$ cat config.mk
export PLATFORM = sky130hd
export DESIGN_NAME = gs_ntt_ctrl
export DESIGN_NICKNAME = d
export VERILOG_FILES = /design/src/rtl/gs_ntt_ctrl.sv
export SDC_FILE = /design/constraint.sdc
export NUM_CORES = 1
export LEC_CHECK = 0
export BUFFER_PORTS_ARGS = -buffer_cell sky130_fd_sc_hd__buf_2
export CAP_MARGIN = 20
export CORE_MARGIN = 1
export CORE_UTILIZATION = 30
export CTS_BUF_LIST = sky130_fd_sc_hd__clkbuf_16
export CTS_CLUSTER_SIZE = 16
export DETAILED_ROUTE_END_ITERATION = 12
export GPL_ROUTABILITY_DRIVEN = 0
export PLACE_DENSITY_LB_ADDON = 0.12
export SETUP_SLACK_MARGIN = 0.2
export SLEW_MARGIN = 40
export SYNTH_ARGS = -nofsm -noshare
export SYNTH_HDL_FRONTEND = slang
export SYNTH_SLANG_ARGS = --single-unit
$ cat constraint.sdc
create_clock -name clk_i -period 2 [get_ports clk_i]
set_input_delay 0.4 -clock clk_i [delete_from_list [all_inputs] [get_ports clk_i]]
set_output_delay 0.4 -clock clk_i [all_outputs]
set_load 0.05 [all_outputs]
$ cat src/rtl/gs_ntt_ctrl.sv
// Sequencer for an in-place DIF NTT built on a Gentleman-Sande butterfly: issues
// read/twiddle addresses per butterfly and the matching write-back LAT cycles later.
module gs_ntt_ctrl #(
  parameter int LOGN = 3,
  parameter int LAT  = 2,
  localparam int N   = 1 << LOGN,
  localparam int H   = N / 2,
  localparam int SW  = (LOGN > 1) ? $clog2(LOGN) : 1,
  localparam int KW  = (LOGN > 1) ? LOGN - 1 : 1,
  localparam int DW  = (LAT > 1) ? $clog2(LAT) : 1
) (
  input  logic            clk_i,
  input  logic            reset_i,
  input  logic            start_i,
  output logic            busy_o,
  output logic            done_o,
  output logic [SW-1:0]   stage_o,
  output logic            rd_en_o,
  output logic [LOGN-1:0] rd_addr_p_o,
  output logic [LOGN-1:0] rd_addr_q_o,
  output logic [LOGN-2:0] tw_addr_o,
  output logic            wr_en_o,
  output logic [LOGN-1:0] wr_addr_p_o,
  output logic [LOGN-1:0] wr_addr_q_o
);

  typedef enum logic [1:0] {IDLE, RUN, DRAIN, DONE} state_t;

  typedef struct packed {
    logic [LOGN-1:0] p;
    logic [LOGN-1:0] q;
    logic [LOGN-2:0] tw;
  } addr_t;

  function automatic addr_t addr_of(input int k, input int s);
    int    h, j, p;
    addr_t a;
    h    = N >> (s + 1);
    j    = k & (h - 1);
    p    = ((k >> (LOGN - 1 - s)) << (LOGN - s)) | j;
    a.p  = LOGN'(p);
    a.q  = LOGN'(p | h);
    a.tw = (LOGN-1)'(j << s);
    return a;
  endfunction

  state_t          state_q;
  logic [KW-1:0]   k_q;
  logic [SW-1:0]   s_q;
  logic [DW-1:0]   dcnt_q;
  logic            busy_q, done_q, rd_en_q;
  addr_t           rd_q, rd_d;

  logic [LAT-1:0]            vld_pipe_q;
  logic [LAT-1:0][LOGN-1:0]  wp_pipe_q, wq_pipe_q;

  // Address of the read that will be presented in the next cycle, if any.
  always_comb begin
    rd_d = addr_of(0, 0);
    if (state_q == RUN)        rd_d = addr_of(int'(k_q) + 1, int'(s_q));
    else if (state_q == DRAIN) rd_d = addr_of(0, int'(s_q) + 1);
  end

  always_ff @(posedge clk_i) begin
    if (reset_i) begin
      state_q <= IDLE;
      k_q     <= '0;
      s_q     <= '0;
      dcnt_q  <= '0;
      busy_q  <= 1'b0;
      done_q  <= 1'b0;
      rd_en_q <= 1'b0;
      rd_q    <= '0;
    end else begin
      case (state_q)
        IDLE: begin
          done_q <= 1'b0;
          if (start_i) begin
            state_q <= RUN;
            k_q     <= '0;
            s_q     <= '0;
            busy_q  <= 1'b1;
            rd_en_q <= 1'b1;
            rd_q    <= rd_d;
          end
        end
        RUN: begin
          if (k_q == KW'(H - 1)) begin
            state_q <= DRAIN;
            dcnt_q  <= '0;
            rd_en_q <= 1'b0;
          end else begin
            k_q  <= k_q + KW'(1);
            rd_q <= rd_d;
          end
        end
        DRAIN: begin
          // Hold off the next stage until its last write-back has landed.
          if (dcnt_q == DW'(LAT - 1)) begin
            if (s_q != SW'(LOGN - 1)) begin
              state_q <= RUN;
              s_q     <= s_q + SW'(1);
              k_q     <= '0;
              rd_en_q <= 1'b1;
              rd_q    <= rd_d;
            end else begin
              state_q <= DONE;
              busy_q  <= 1'b0;
              done_q  <= 1'b1;
            end
          end else begin
            dcnt_q <= dcnt_q + DW'(1);
          end
        end
        DONE: begin
          state_q <= IDLE;
          done_q  <= 1'b0;
        end
        default: state_q <= IDLE;
      endcase
    end
  end

  always_ff @(posedge clk_i) begin
    if (reset_i) begin
      vld_pipe_q <= '0;
      wp_pipe_q  <= '0;
      wq_pipe_q  <= '0;
    end else begin
      vld_pipe_q[0] <= rd_en_q;
      wp_pipe_q[0]  <= rd_q.p;
      wq_pipe_q[0]  <= rd_q.q;
      for (int i = 1; i < LAT; i++) begin
        vld_pipe_q[i] <= vld_pipe_q[i-1];
        wp_pipe_q[i]  <= wp_pipe_q[i-1];
        wq_pipe_q[i]  <= wq_pipe_q[i-1];
      end
    end
  end

  assign busy_o      = busy_q;
  assign done_o      = done_q;
  assign stage_o     = s_q;
  assign rd_en_o     = rd_en_q;
  assign rd_addr_p_o = rd_q.p;
  assign rd_addr_q_o = rd_q.q;
  assign tw_addr_o   = rd_q.tw;
  assign wr_en_o     = vld_pipe_q[LAT-1];
  assign wr_addr_p_o = wp_pipe_q[LAT-1];
  assign wr_addr_q_o = wq_pipe_q[LAT-1];

endmodule

# --- Word level (Yosys, flattened, before mapping) ---
# Cells that the tools add are included.
classes:
  shifts: 8
  bitwise: 4
  eq_ne: 11
  reduce_logical: 13
  muxes: 33
  add_sub_neg: 11
op_table:
  columns: ["cell", "count"]
  rows:
  - ["left shift 32 x 32 -> 3 bit", 2]
  - ["2-to-1 mux 8 bit", 6]
  - ["bitwise AND 4 x 32 -> 32 bit", 1]
  - ["left shift 32 x 2 -> 2 bit", 1]
  - ["right shift 1 x 32 -> 32 bit (first input constant)", 1]
  - ["right shift 3 x 32 -> 32 bit", 1]
  - ["right shift 4 x 3 -> 32 bit (first input constant)", 1]
  - ["subtractor 32 x 2 -> 32 bit (second input constant)", 1]
  - ["one-hot mux 8 bit (3 select lines)", 1]
  - ["2-to-1 mux 2 bit", 10]
  - ["!= test 2 bit (second input constant)", 5]
  - ["AND reduction 5 bit", 2]
  - ["2-to-1 mux 1 bit", 9]
  - ["OR 3 bit", 3]
  - ["one-hot mux 2 bit (4 select lines)", 1]
  - ["AND reduction 4 bit", 2]
  - ["subtractor 2 x 3 -> 4 bit (first input constant)", 2]
  - ["adder 2 x 1 -> 3 bit (second input constant)", 2]
  - ["equality test 2 bit (second input constant)", 3]
  - ["one-hot mux 1 bit (2 select lines)", 3]
  - ["one-hot mux 2 bit (3 select lines)", 1]
  - ["AND reduction 3 bit", 2]
  - ["nonzero test 2 bit", 3]
  - ["subtractor 2 x 2 -> 3 bit (first input constant)", 2]
  - ["other kinds (13)", 15]
totals:
  ff_bits: 32
  in_bits: 3
  out_inout_bits: 20

# --- Depth between registers and ports, before layout ---
# Gate-level depths: netlist (run 1).
depth:
  ltp_word: 10
  depth_mapped: 8
  ltp_nobuf: 6

# --- Least setup slack after synthesis (run 1) ---
# OpenSTA, ideal clock, no wires.
synth_timing:
  kind: "flip-flop to flip-flop"
  from: "register s_q[0], in the netlist stage_o[0]"
  to: "register rd_q, in the netlist tw_addr_o[1]"
  period_less_slack_ns: 2.602
  setup_slack_ns: -0.602
  setup_time_ns: 0.071
  arrival_time_ns: 2.531
  n_path_buf: 2
  required_time_ns: 1.929
  path_stages_with_launch: 9
  cell_sequence: "dfxtp_1 -> clkbuf_1 -> inv_1 -> ha_1 -> nand2b_2 -> a2111o_1 -> buf_2 -> or3_1 -> a21oi_1"
synth_via:
  elab_chain_cells: 9
synth_rtl:
  columns: ["item", "line_no", "text"]
  rows:
  - ["start: declaration", "49", "logic [SW-1:0] s_q;"]
  - ["start signal: assignment", "102", "s_q <= s_q + SW'(1);"]
  - ["adder 2 x 1 -> 3 bit", "38, 61", null]
  - ["right shift 4 x 3 -> 32 bit", "38", "h = N >> (s + 1);"]
  - ["subtractor 32 x 2 -> 32 bit", "39", "j = k & (h - 1);"]
  - ["bitwise AND 4 x 32 -> 32 bit", "39", null]
  - ["left shift 32 x 2 -> 2 bit", "43", "a.tw = (LOGN-1)'(j << s);"]
  - ["2-to-1 mux 8 bit", "60", "if (state_q == RUN) rd_d = addr_of(int'(k_q) + 1, int'(s_q));"]
  - ["2-to-1 mux 8 bit", "100", "if (s_q != SW'(LOGN - 1)) begin"]
  - ["2-to-1 mux 8 bit", "99", "if (dcnt_q == DW'(LAT - 1)) begin"]
  - ["one-hot mux 8 bit (3 select lines)", "75", "case (state_q)"]
  - ["end signal: assignment", "84", "rd_q <= rd_d;"]
  - ["end signal: assignment", "94", "rd_q <= rd_d;"]
  - ["end signal: assignment", "105", "rd_q <= rd_d;"]
  - ["end: declaration", "52", "addr_t rd_q, rd_d;"]
# Several ways; a longest one is shown, not always the timed one. The select of a mux whose other input is x is not followed.
# A chain may end at the register's enable or synchronous reset.

# --- Final worst setup path (run 1) ---
layout_timing:
  from: "register state_q[1]"
  to: "register rd_q, in the netlist tw_addr_o[1]"
layout_via:
  elab_chain_cells: 6
layout_rtl:
  columns: ["item", "line_no", "text"]
  rows:
  - ["start: declaration", "47", "state_t state_q;"]
  - ["start signal: assignment", "66", "state_q <= IDLE;"]
  - ["start signal: assignment", "79", "state_q <= RUN;"]
  - ["start signal: assignment", "89", "state_q <= DRAIN;"]
  - ["equality test 2 bit", "61, 75", null]
  - ["2-to-1 mux 8 bit", "61", "else if (state_q == DRAIN) rd_d = addr_of(0, int'(s_q) + 1);"]
  - ["2-to-1 mux 8 bit", "60", null]
  - ["2-to-1 mux 8 bit", "100", null]
  - ["2-to-1 mux 8 bit", "99", null]
  - ["one-hot mux 8 bit (3 select lines)", "75", null]
# Several ways; a longest one is shown, not always the timed one. The select of a mux whose other input is x is not followed.

==> results.yml, run 1 <==
yosys:
  ys_dominant_reg_cell: "dfxtp_1"
  synth.most_common_cell: "dfxtp_1"
  ys_ff_latch: 32
  synth.avg_cell_area_um2: 9.00
  async_reset_ff_frac: 0
  synthDistinctLibCells: 39
  seq_area_frac_synth: 0.434
  ys_top_cells_by_area: "dfxtp_1 (43%), ha_1 (7.6%), nor2b_1 (7.2%)"
  synthDominantCellAreaShare: 0.434
  synth_edf_count: 0
  synth_fp_nets: 176
  synth_top_cell_by_area: "dfxtp_1"
  synth_common_cells: "dfxtp_1 (32), nor2b_1 (17), a21oi_1 (15), nor2_1 (12), nand2_1 (10)"
  syn_area_um2: 1480
  yosys_warnings: 0
  syn_inst: 164
clocking:
  cts.clk_slew.worst_paths_ns: 0.05
  htree_levels: 2
  insertion_delay_ns: 0.27
  clock-root-buffer: "clkbuf_16"
  holdBufCountCts: 0
  cts-buffers-inserted: 5
  cts_sinks: 32
  cts_buffer_depth: 2
  cts_tree: "built"
timing:
  fin_crit_ns: 1.80
  skew_ns: 0.00400
  rsz0062_at_grt: "true"
  worst_hold_slack_ns: 0.431
  finalCritPeriodShare: 0.900
  drv_slew: 0
  tightest_slew_ns: 0.460
  max_clock_freq_mhz: 555
  fin_tns_setup_ns: 0
  finalSetupViolations: 0
  final-hold-violation-count: 0
  maxSlewHeadroom: 0.692
die:
  ios: 23
  start_util: 0.313
  die_y_um: 72.2
  row_count: 25
  core-area_um2: 4720
  die-area_um2: 5210
  die_w_um: 72.2
setup_path:
  reg2reg_to: "tw_addr_o[1]$_SDFFE_PP0P_"
  rr_worst_depth: 6
  r2r_start: "state_q[1]$_SDFFE_PP0P_"
  required_ns: 2.21
  crit_type: "flop to flop"
  start_kind: "flop"
  rrSetupSlack_ns: 0.20
  critical_path_arrival_ns: 2.01
  worst_setup_path_end_kind: "flop"
  cp_max_fo: 6
global_routing:
  overflow: 0
  grt_pass1_wl_um: 5670
  grt_pass1_vias: 1185
  antenna_found_initial: 0
  grt_max_degree: 27
  track_usage: 0.142
route:
  wl_per_cell_um: 12.4
  drt_first_pass_iters: 4
  vias: 1260
  drtIter0Drc: 39
  via_per_inst: 4.67
  drt-total-wl_um: 3340
  ant_nets: 0
  drc: 0
finish:
  n_fill_cell: 471
  area_growth_pct: 35.5
  multi_input_area_um2: 793
  n_antenna_cell: 0
  drive_gt1_frac: 0.340
  seqCellArea_um2: 648
  nets: 214
pwr:
  power_frac_comb: 0.448
  p_int_mw: 1.84
  power_density_nw_per_um2: 1470
  power_frac_seq: 0.285
  p_leak_nw: 0.850
  sw_frac_of_total: 0.375
  vdd_drop_max_v: 0.000650
  p_clk_frac: 0.267
  switching_power_mw: 1.11
hold_path:
  hold-path-cell-count: 1
  hold_class: "flop to flop"
  min_to: "wr_addr_q_o[0]$_SDFF_PP0_"
  hold_start: "wq_pipe_q[0]$_SDFF_PP0_"
run:
  max_cap_violations: 0
place:
  dp_hpwl_um: 2380
  port_buffers: 22
outcome:
  outcome: "completed"
## final cells by class
cell class                 count  share of cell area
clock buffer                   6              0.0750
clock inverter                 2             0.00438
inverter                       8              0.0188
multi-input combinational    111               0.396
sequential                    32               0.324
tap                           67              0.0419
timing repair buffer          44               0.139
## how the worst max path moves through the flow
stage / cells after the start / end / slack [ns] / from
2_1_floorplan: 8 / tw_addr_o[1]$_SDFFE_PP0P_ / 0.007 / stage_o[0]$_SDFFE_PP0P_
3_3_place_gp: 6 / tw_addr_o[1]$_SDFFE_PP0P_ / 0.1 / state_q[1]$_SDFFE_PP0P_
3_5_place_dp: 6 / tw_addr_o[1]$_SDFFE_PP0P_ / 0.03 / state_q[1]$_SDFFE_PP0P_
4_1_cts: 6 / tw_addr_o[1]$_SDFFE_PP0P_ / 0.17 / state_q[0]$_SDFFE_PP0P_
5_1_grt: 6 / tw_addr_o[1]$_SDFFE_PP0P_ / 0.15 / state_q[1]$_SDFFE_PP0P_
6_report: 6 / tw_addr_o[1]$_SDFFE_PP0P_ / 0.20 / state_q[1]$_SDFFE_PP0P_
## registers in the layout (all words and copies together) (netlist names), 3 cells and up
| register | flops |
|---|---|
| wr_addr_p_o | 3 |
| rd_addr_p_o | 3 |
| rd_addr_q_o | 3 |
| wp_pipe_q | 3 |
| wr_addr_q_o | 3 |
| wq_pipe_q | 3 |
## cells by family (layout without fill, tap and decap cells)
kind of cell / after synthesis / in the layout / share of synthesized area
AND/OR/NAND/NOR: 56 / 56 / 0.201
AO/OA/AOI/OAI: 45 / 45 / 0.214
flip-flops: 32 / 32 / 0.434
buffers and inverters: 21 / 60 / 0.0695
adder cells (fa/ha/maj): 9 / 9 / 0.0763
XOR/XNOR: 1 / 1 / 0.00593
## routing by layer
metal / global-route usage / vias up / part of all wire
met2: 0.234 / 24 / 0.47
met3: 0.0417 / 6 / 0.035
met1: 0.170 / 587 / 0.48
met5: 0 / - / 0
met4: 0.0654 / 0 / 0.018
li1: - / 643 / -
## critical path: stages, from the launching register on
cell and delay [ns]:
dfxtp_2 0.35, inv_4 0.06, ha_4 0.15, nor2b_4 0.13
a2111o_1 0.51, or3_1 0.39, a21oi_1 0.14
## placed cells by master (no fill, tap or decap), drive strengths merged, types with 2 or more instances in the layout
cell / Yosys / layout
ha: 9 / 9
clkbuf: 5 / 6
o21ai: 6 / 6
a21oi: 15 / 15
a211oi: 4 / 4
a22oi: 4 / 4
inv: 8 / 9
buf: 8 / 44
dfxtp: 32 / 32
nand2b: 6 / 6
a21o: 2 / 2
nor2b: 17 / 17
a2111oi: 2 / 2
nand2: 10 / 10
nand3: 3 / 3
and2: 2 / 2
nor2: 12 / 12
## power by group through the flow
stage          clock, mW  sequential [mW]  combinational (mW)
3_5_place_dp           0            0.855                1.15
6_report           0.788            0.841                1.32
5_1_grt            0.845            0.856                1.43
2_1_floorplan          0             1.08               0.620
3_3_place_gp           0            0.850                1.14
4_1_cts            0.811            0.838                1.25
## metrics by stage
stage	util	area [um^2]	total power, mW	setup slack [ns]	cells
after CTS	0.414	1950	2.90	0.168	267
after detailed placement	0.366	1730	2.01	0.0332	254
after global routing	0.424	2000	3.13	0.152	270
after global placement	0.366	1730	1.99	0.0988	254
after floorplan	-	1520	1.70	0.00665	164
final	0.424	2000	2.95	0.200	270
## what timing repair did
item,CTS,global route
pin swaps,5,4
endpoints found under the setup margin,10,10
buffers inserted,5,3
resized for setup,9,6
No activity file was read; power rests on OpenSTA's default activity.
==> run 2, diff against run 1 <==
--- a/config.mk
+++ b/config.mk
@@ -13,7 +13,6 @@
 export CTS_CLUSTER_SIZE = 16
 export DETAILED_ROUTE_END_ITERATION = 12
 export GPL_ROUTABILITY_DRIVEN = 0
-export PLACE_DENSITY_LB_ADDON = 0.12
 export SETUP_SLACK_MARGIN = 0.2
 export SLEW_MARGIN = 40
 export SYNTH_ARGS = -nofsm -noshare
==> run 2 against run 1 <==
Against the previous run: critical endpoint unchanged; core utilization up 1.2 points; hold slack about the same; routed wire length shrank 1.6%; first-iteration DRC count rose by 23%; clock skew rose by 0.0030 ns; clock power increased by 6.2%; total power up 0.49%; maximum frequency is 0.95% lower; via count decreased by 1.3%; sequential share of layout area is 0.80 points lower; combinational power hardly changed; critical path depth unchanged.
==> results.yml, run 2 (synthesized netlist as in run 1, its figures left out) <==
finish:
  final_common_cell: "dfxtp_1"
  nets: 217
  area_growth_pct: 39.5
  final_core_util: 0.436
  drive_gt1_frac: 0.359
  final_cell_mix: "dfxtp_1 (28), buf_4 (23), buf_2 (22)"
  n_antenna_cell: 0
pwr:
  p_leak_nw: 0.873
  power.total_mw: 2.96
  power_density_nw_per_um2: 1440
  vdd_drop_max_v: 0.000544
hold_path:
  hold_start: "wq_pipe_q[2]$_SDFF_PP0_"
  hold_class: "flop to flop"
  min_to: "wr_addr_q_o[2]$_SDFF_PP0_"
  hold-path-cell-count: 1
die:
  core-area_um2: 4720
  start_util: 0.313
  die_y_um: 72.2
  ios: 23
  die_w_um: 72.2
  die-area_um2: 5210
  row_count: 25
route:
  drt-total-wl_um: 3290
  via_per_inst: 4.55
  ant_nets: 0
  drc: 0
  wl_per_cell_um: 12.1
  drtIter0Drc: 48
  drt_first_pass_iters: 4
  vias: 1243
setup_path:
  critical_path_arrival_ns: 2.03
  crit_type: "flop to flop"
  required_ns: 2.21
  rrSetupSlack_ns: 0.18
  r2r_start: "stage_o[0]$_SDFFE_PP0P_"
  start_kind: "flop"
  reg2reg_to: "tw_addr_o[1]$_SDFFE_PP0P_"
  rr_worst_depth: 6
  cp_max_fo: 5
  worst_setup_path_end_kind: "flop"
clocking:
  cts_sinks: 32
  cts.clk_slew.worst_paths_ns: 0.05
  htree_levels: 2
  cts_tree: "built"
  insertion_delay_ns: 0.27
  cts_buffer_depth: 2
  clock-root-buffer: "clkbuf_16"
  cts-buffers-inserted: 5
  holdBufCountCts: 0
outcome:
  outcome: "completed"
global_routing:
  grt_pass1_wl_um: 5390
  grt_pass1_vias: 1165
  grt_max_degree: 24
  track_usage: 0.136
  antenna_found_initial: 0
  overflow: 0
timing:
  max_clock_freq_mhz: 550
  finalSetupViolations: 0
  finalCritPeriodShare: 0.909
  maxSlewHeadroom: 0.718
  fin_crit_ns: 1.82
  fin_tns_setup_ns: 0
  rsz0062_at_grt: "true"
  tightest_slew_ns: 0.420
  final-hold-violation-count: 0
  skew_ns: 0.00695
  drv_slew: 0
place:
  dp_hpwl_um: 2170
  port_buffers: 22
run:
  max_cap_violations: 0
==> run 2: worst max-delay path, cell delays in order (launching register included) <==
cell and delay, ns:
dfxtp_4 0.36, inv_6 0.04, ha_4 0.17, nand2b_4 0.15, a2111o_1 0.51, or3_4 0.40, a21oi_2 0.12
==> run 2: metal layers <==
layer	vias up	part of all wire	GRT usage
met3	7	0.054	0.0375
met5	-	0	0
li1	653	-	-
met2	30	0.44	0.208
met4	0	0.022	0.0719
met1	553	0.49	0.173
==> run 2: area by class of cell <==
cell class	count	area, um^2
repair buffers	47	305
well taps	67	83.8
fillers	457	2660
flip-flops and latches	32	651
inverters	8	35.0
clock inverters	3	37.5
clock buffers	5	125
multi-input cells	111	822
==> run 2: how the worst max path moves through the flow <==
stage                                           end  depth (start not counted)               startpoint  slack, ns
final                     tw_addr_o[1]$_SDFFE_PP0P_                          6  stage_o[0]$_SDFFE_PP0P_       0.18
after detailed placement  tw_addr_o[1]$_SDFFE_PP0P_                          6  state_q[1]$_SDFFE_PP0P_       0.05
after floorplan           tw_addr_o[1]$_SDFFE_PP0P_                          8  stage_o[0]$_SDFFE_PP0P_      0.007
after global routing      tw_addr_o[1]$_SDFFE_PP0P_                          6  stage_o[0]$_SDFFE_PP0P_       0.13
after CTS                 tw_addr_o[1]$_SDFFE_PP0P_                          6  stage_o[0]$_SDFFE_PP0P_       0.20
after global placement    tw_addr_o[1]$_SDFFE_PP0P_                          6  state_q[1]$_SDFFE_PP0P_       0.12
==> run 2: through the flow <==
step,std cells,instance area (um^2),hold WS [ns],worst slack (ns)
final,273,2060,0.431,0.182
after global routing,273,2060,0.446,0.132
after CTS,263,1930,0.434,0.203
after detailed placement,253,1720,0.423,0.0536
after global placement,253,1720,0.416,0.122
after floorplan,164,1520,0.414,0.00665
==> run 2: where the power goes <==
| group | internal [mW] | total, mW | switching [mW] |
|---|---|---|---|
| logic | 0.508 | 1.29 | 0.786 |
| clock network | 0.577 | 0.837 | 0.259 |
| registers | 0.769 | 0.832 | 0.0630 |
| total | 1.85 | 2.96 | 1.11 |
==> run 2: what timing repair did <==
| item | CTS | global route |
|---|---|---|
| setup endpoints to repair | 8 | 9 |
| setup buffers | 2 | 10 |
| cloned | 0 | 0 |
| pin swaps | 3 | 5 |
| resized for setup | 9 | 12 |
==> run 3, diff against run 2 <==
--- a/config.mk
+++ b/config.mk
@@ -5,10 +5,11 @@
 export SDC_FILE = /design/constraint.sdc
 export NUM_CORES = 1
 export LEC_CHECK = 0
+export ABC_CLOCK_PERIOD_IN_PS = 2000
 export BUFFER_PORTS_ARGS = -buffer_cell sky130_fd_sc_hd__buf_2
 export CAP_MARGIN = 20
 export CORE_MARGIN = 1
-export CORE_UTILIZATION = 30
+export CORE_UTILIZATION = 40
 export CTS_BUF_LIST = sky130_fd_sc_hd__clkbuf_16
 export CTS_CLUSTER_SIZE = 16
 export DETAILED_ROUTE_END_ITERATION = 12
==> run 3 against run 2 <==
Against the previous run: register-to-register slack improved by 0.06 ns; sequential share of layout area increased by 1.4 points; worst setup slack improved by 0.057 ns; total power down 1.3%; global-route usage grew 4.0 points; die area decreased by 24%; final cell count decreased by 9.9%; cell area is 4.2% lower; flip-flop and latch count is the same; critical path depth is the same.
==> results.yml, run 3 (synthesized netlist as in run 1, its figures left out) <==
route:
  drt-total-wl_um: 3190
  drtIter0Drc: 28
  wl_per_cell_um: 13.0
  via_per_inst: 5.10
  drc: 0
  ant_nets: 0
  drt_first_pass_iters: 4
  vias: 1254
clocking:
  cts-buffers-inserted: 5
  cts.clk_slew.worst_paths_ns: 0.05
  cts_tree: "built"
  cts_sinks: 32
  clock-root-buffer: "clkbuf_16"
  cts_buffer_depth: 2
  holdBufCountCts: 0
  htree_levels: 2
  insertion_delay_ns: 0.27
setup_path:
  worst_setup_path_end_kind: "flop"
  crit_slowest_cell: "a2111o_1"
  crit_buf_inv: 1
  crit_type: "flop to flop"
  cp_slowest_stage_delay_ns: 0.47
  worstPathCellList: "inv_6 -> ha_4 -> nand2b_4 -> a2111o_1 -> or3_4 -> a21oi_2"
  path_delay_family: "compound AO/OA/AOI/OAI gates"
  required_ns: 2.21
  critical_path_arrival_ns: 1.97
  cp_max_fo: 6
  start_kind: "flop"
hold_path:
  hold_class: "flop to flop"
die:
  start_util: 0.429
  core-area_um2: 3440
  die-area_um2: 3940
  die_y_um: 62.8
  row_count: 21
  ios: 23
  die_w_um: 62.8
finish:
  final_core_util: 0.573
  final_cell_mix: "dfxtp_1 (27), buf_2 (22), buf_4 (19)"
  postLayoutCellArea_um2: 1970
  drive_gt1_frac: 0.360
  n_antenna_cell: 0
  layoutNonFillerInstCount: 246
  final_common_cell: "dfxtp_1"
  area_growth_pct: 33.6
  nets: 211
place:
  dp_hpwl_um: 2190
  dp_slack_ns: 0.0212
  port_buffers: 22
  place_inst: 230
  dpl_cell_area_um2: 1680
timing:
  skew_ns: 0.00424
  tightest_slew_ns: 0.370
  worst_hold_slack_ns: 0.431
  drv_slew: 0
  fin_ws_ns: 0.240
  maxSlewHeadroom: 0.752
  final-hold-violation-count: 0
  fin_tns_setup_ns: 0
  rsz0062_at_grt: "true"
  fin_crit_ns: 1.76
  finalSetupViolations: 0
  max_clock_freq_mhz: 568
  finalCritPeriodShare: 0.880
global_routing:
  overflow: 0
  grt_pass1_wl_um: 5390
  track_usage: 0.175
  antenna_found_initial: 0
  grt_max_degree: 22
  grt_pass1_vias: 1228
pwr:
  power.total_mw: 2.92
  vdd_drop_max_v: 0.000695
  power_density_nw_per_um2: 1480
  p_leak_nw: 0.831
run:
  max_cap_violations: 0
outcome:
  outcome: "completed"
## run 3: cell types whose count changed in the layout (fill, tap and decap cells not counted), moves of 2 or more
cell / previous run / this run
ha_2: 1 / 3
buf_4: 23 / 19
ha_1: 6 / 4
clkinv_1: 2 / 0
buf_6: 2 / 0
## run 3: final cells by class
cell class	instances	area (um^2)
multi-input combinational	111	815
clock inverter	2	8.76
sequential	32	652
timing repair buffer	41	253
clock buffer	6	150
inverter	8	37.5
tap	46	57.6
fill	305	1470
## run 3: final timing paths
check                                   end               startpoint  cells past startpoint  slack [ns]
setup reg to reg  tw_addr_o[1]$_SDFFE_PP0P_  stage_o[0]$_SDFFE_PP0P_                      6        0.24
hold reg to reg   wr_addr_p_o[1]$_SDFF_PP0_  wp_pipe_q[1]$_SDFF_PP0_                      1        0.43
setup / recovery  tw_addr_o[1]$_SDFFE_PP0P_  stage_o[0]$_SDFFE_PP0P_                      6        0.24
hold / removal    wr_addr_p_o[1]$_SDFF_PP0_  wp_pipe_q[1]$_SDFF_PP0_                      1        0.43
## run 3: worst register-to-register path: cells and delay by family, from the launching register on
kind,cells,cell delay (ns)
adder cells (fa/ha/maj),1,0.15
flip-flops,1,0.36
AND/OR/NAND/NOR,2,0.57
buffers and inverters,1,0.04
AO/OA/AOI/OAI,2,0.58
## run 3: per-layer routing
layer	up-vias	GRT usage	routed length, um
met5	-	0	0
met4	0	0.0552	44
met3	6	0.0712	121
met2	21	0.307	1670
met1	594	0.191	1350
li1	633	-	-
## run 3: timing repair
item | 4_1_cts | 5_1_grt
setup buffers | 2 | 6
cloned | 0 | 0
endpoints found under the setup margin | 10 | 9
pin swaps | 1 | 4
gates resized for setup | 5 | 16
## run 3: power breakdown
part	internal (mW)	switching (mW)
sequential	0.776	0.0972
clock	0.528	0.252
combinational	0.511	0.758
total	1.82	1.11
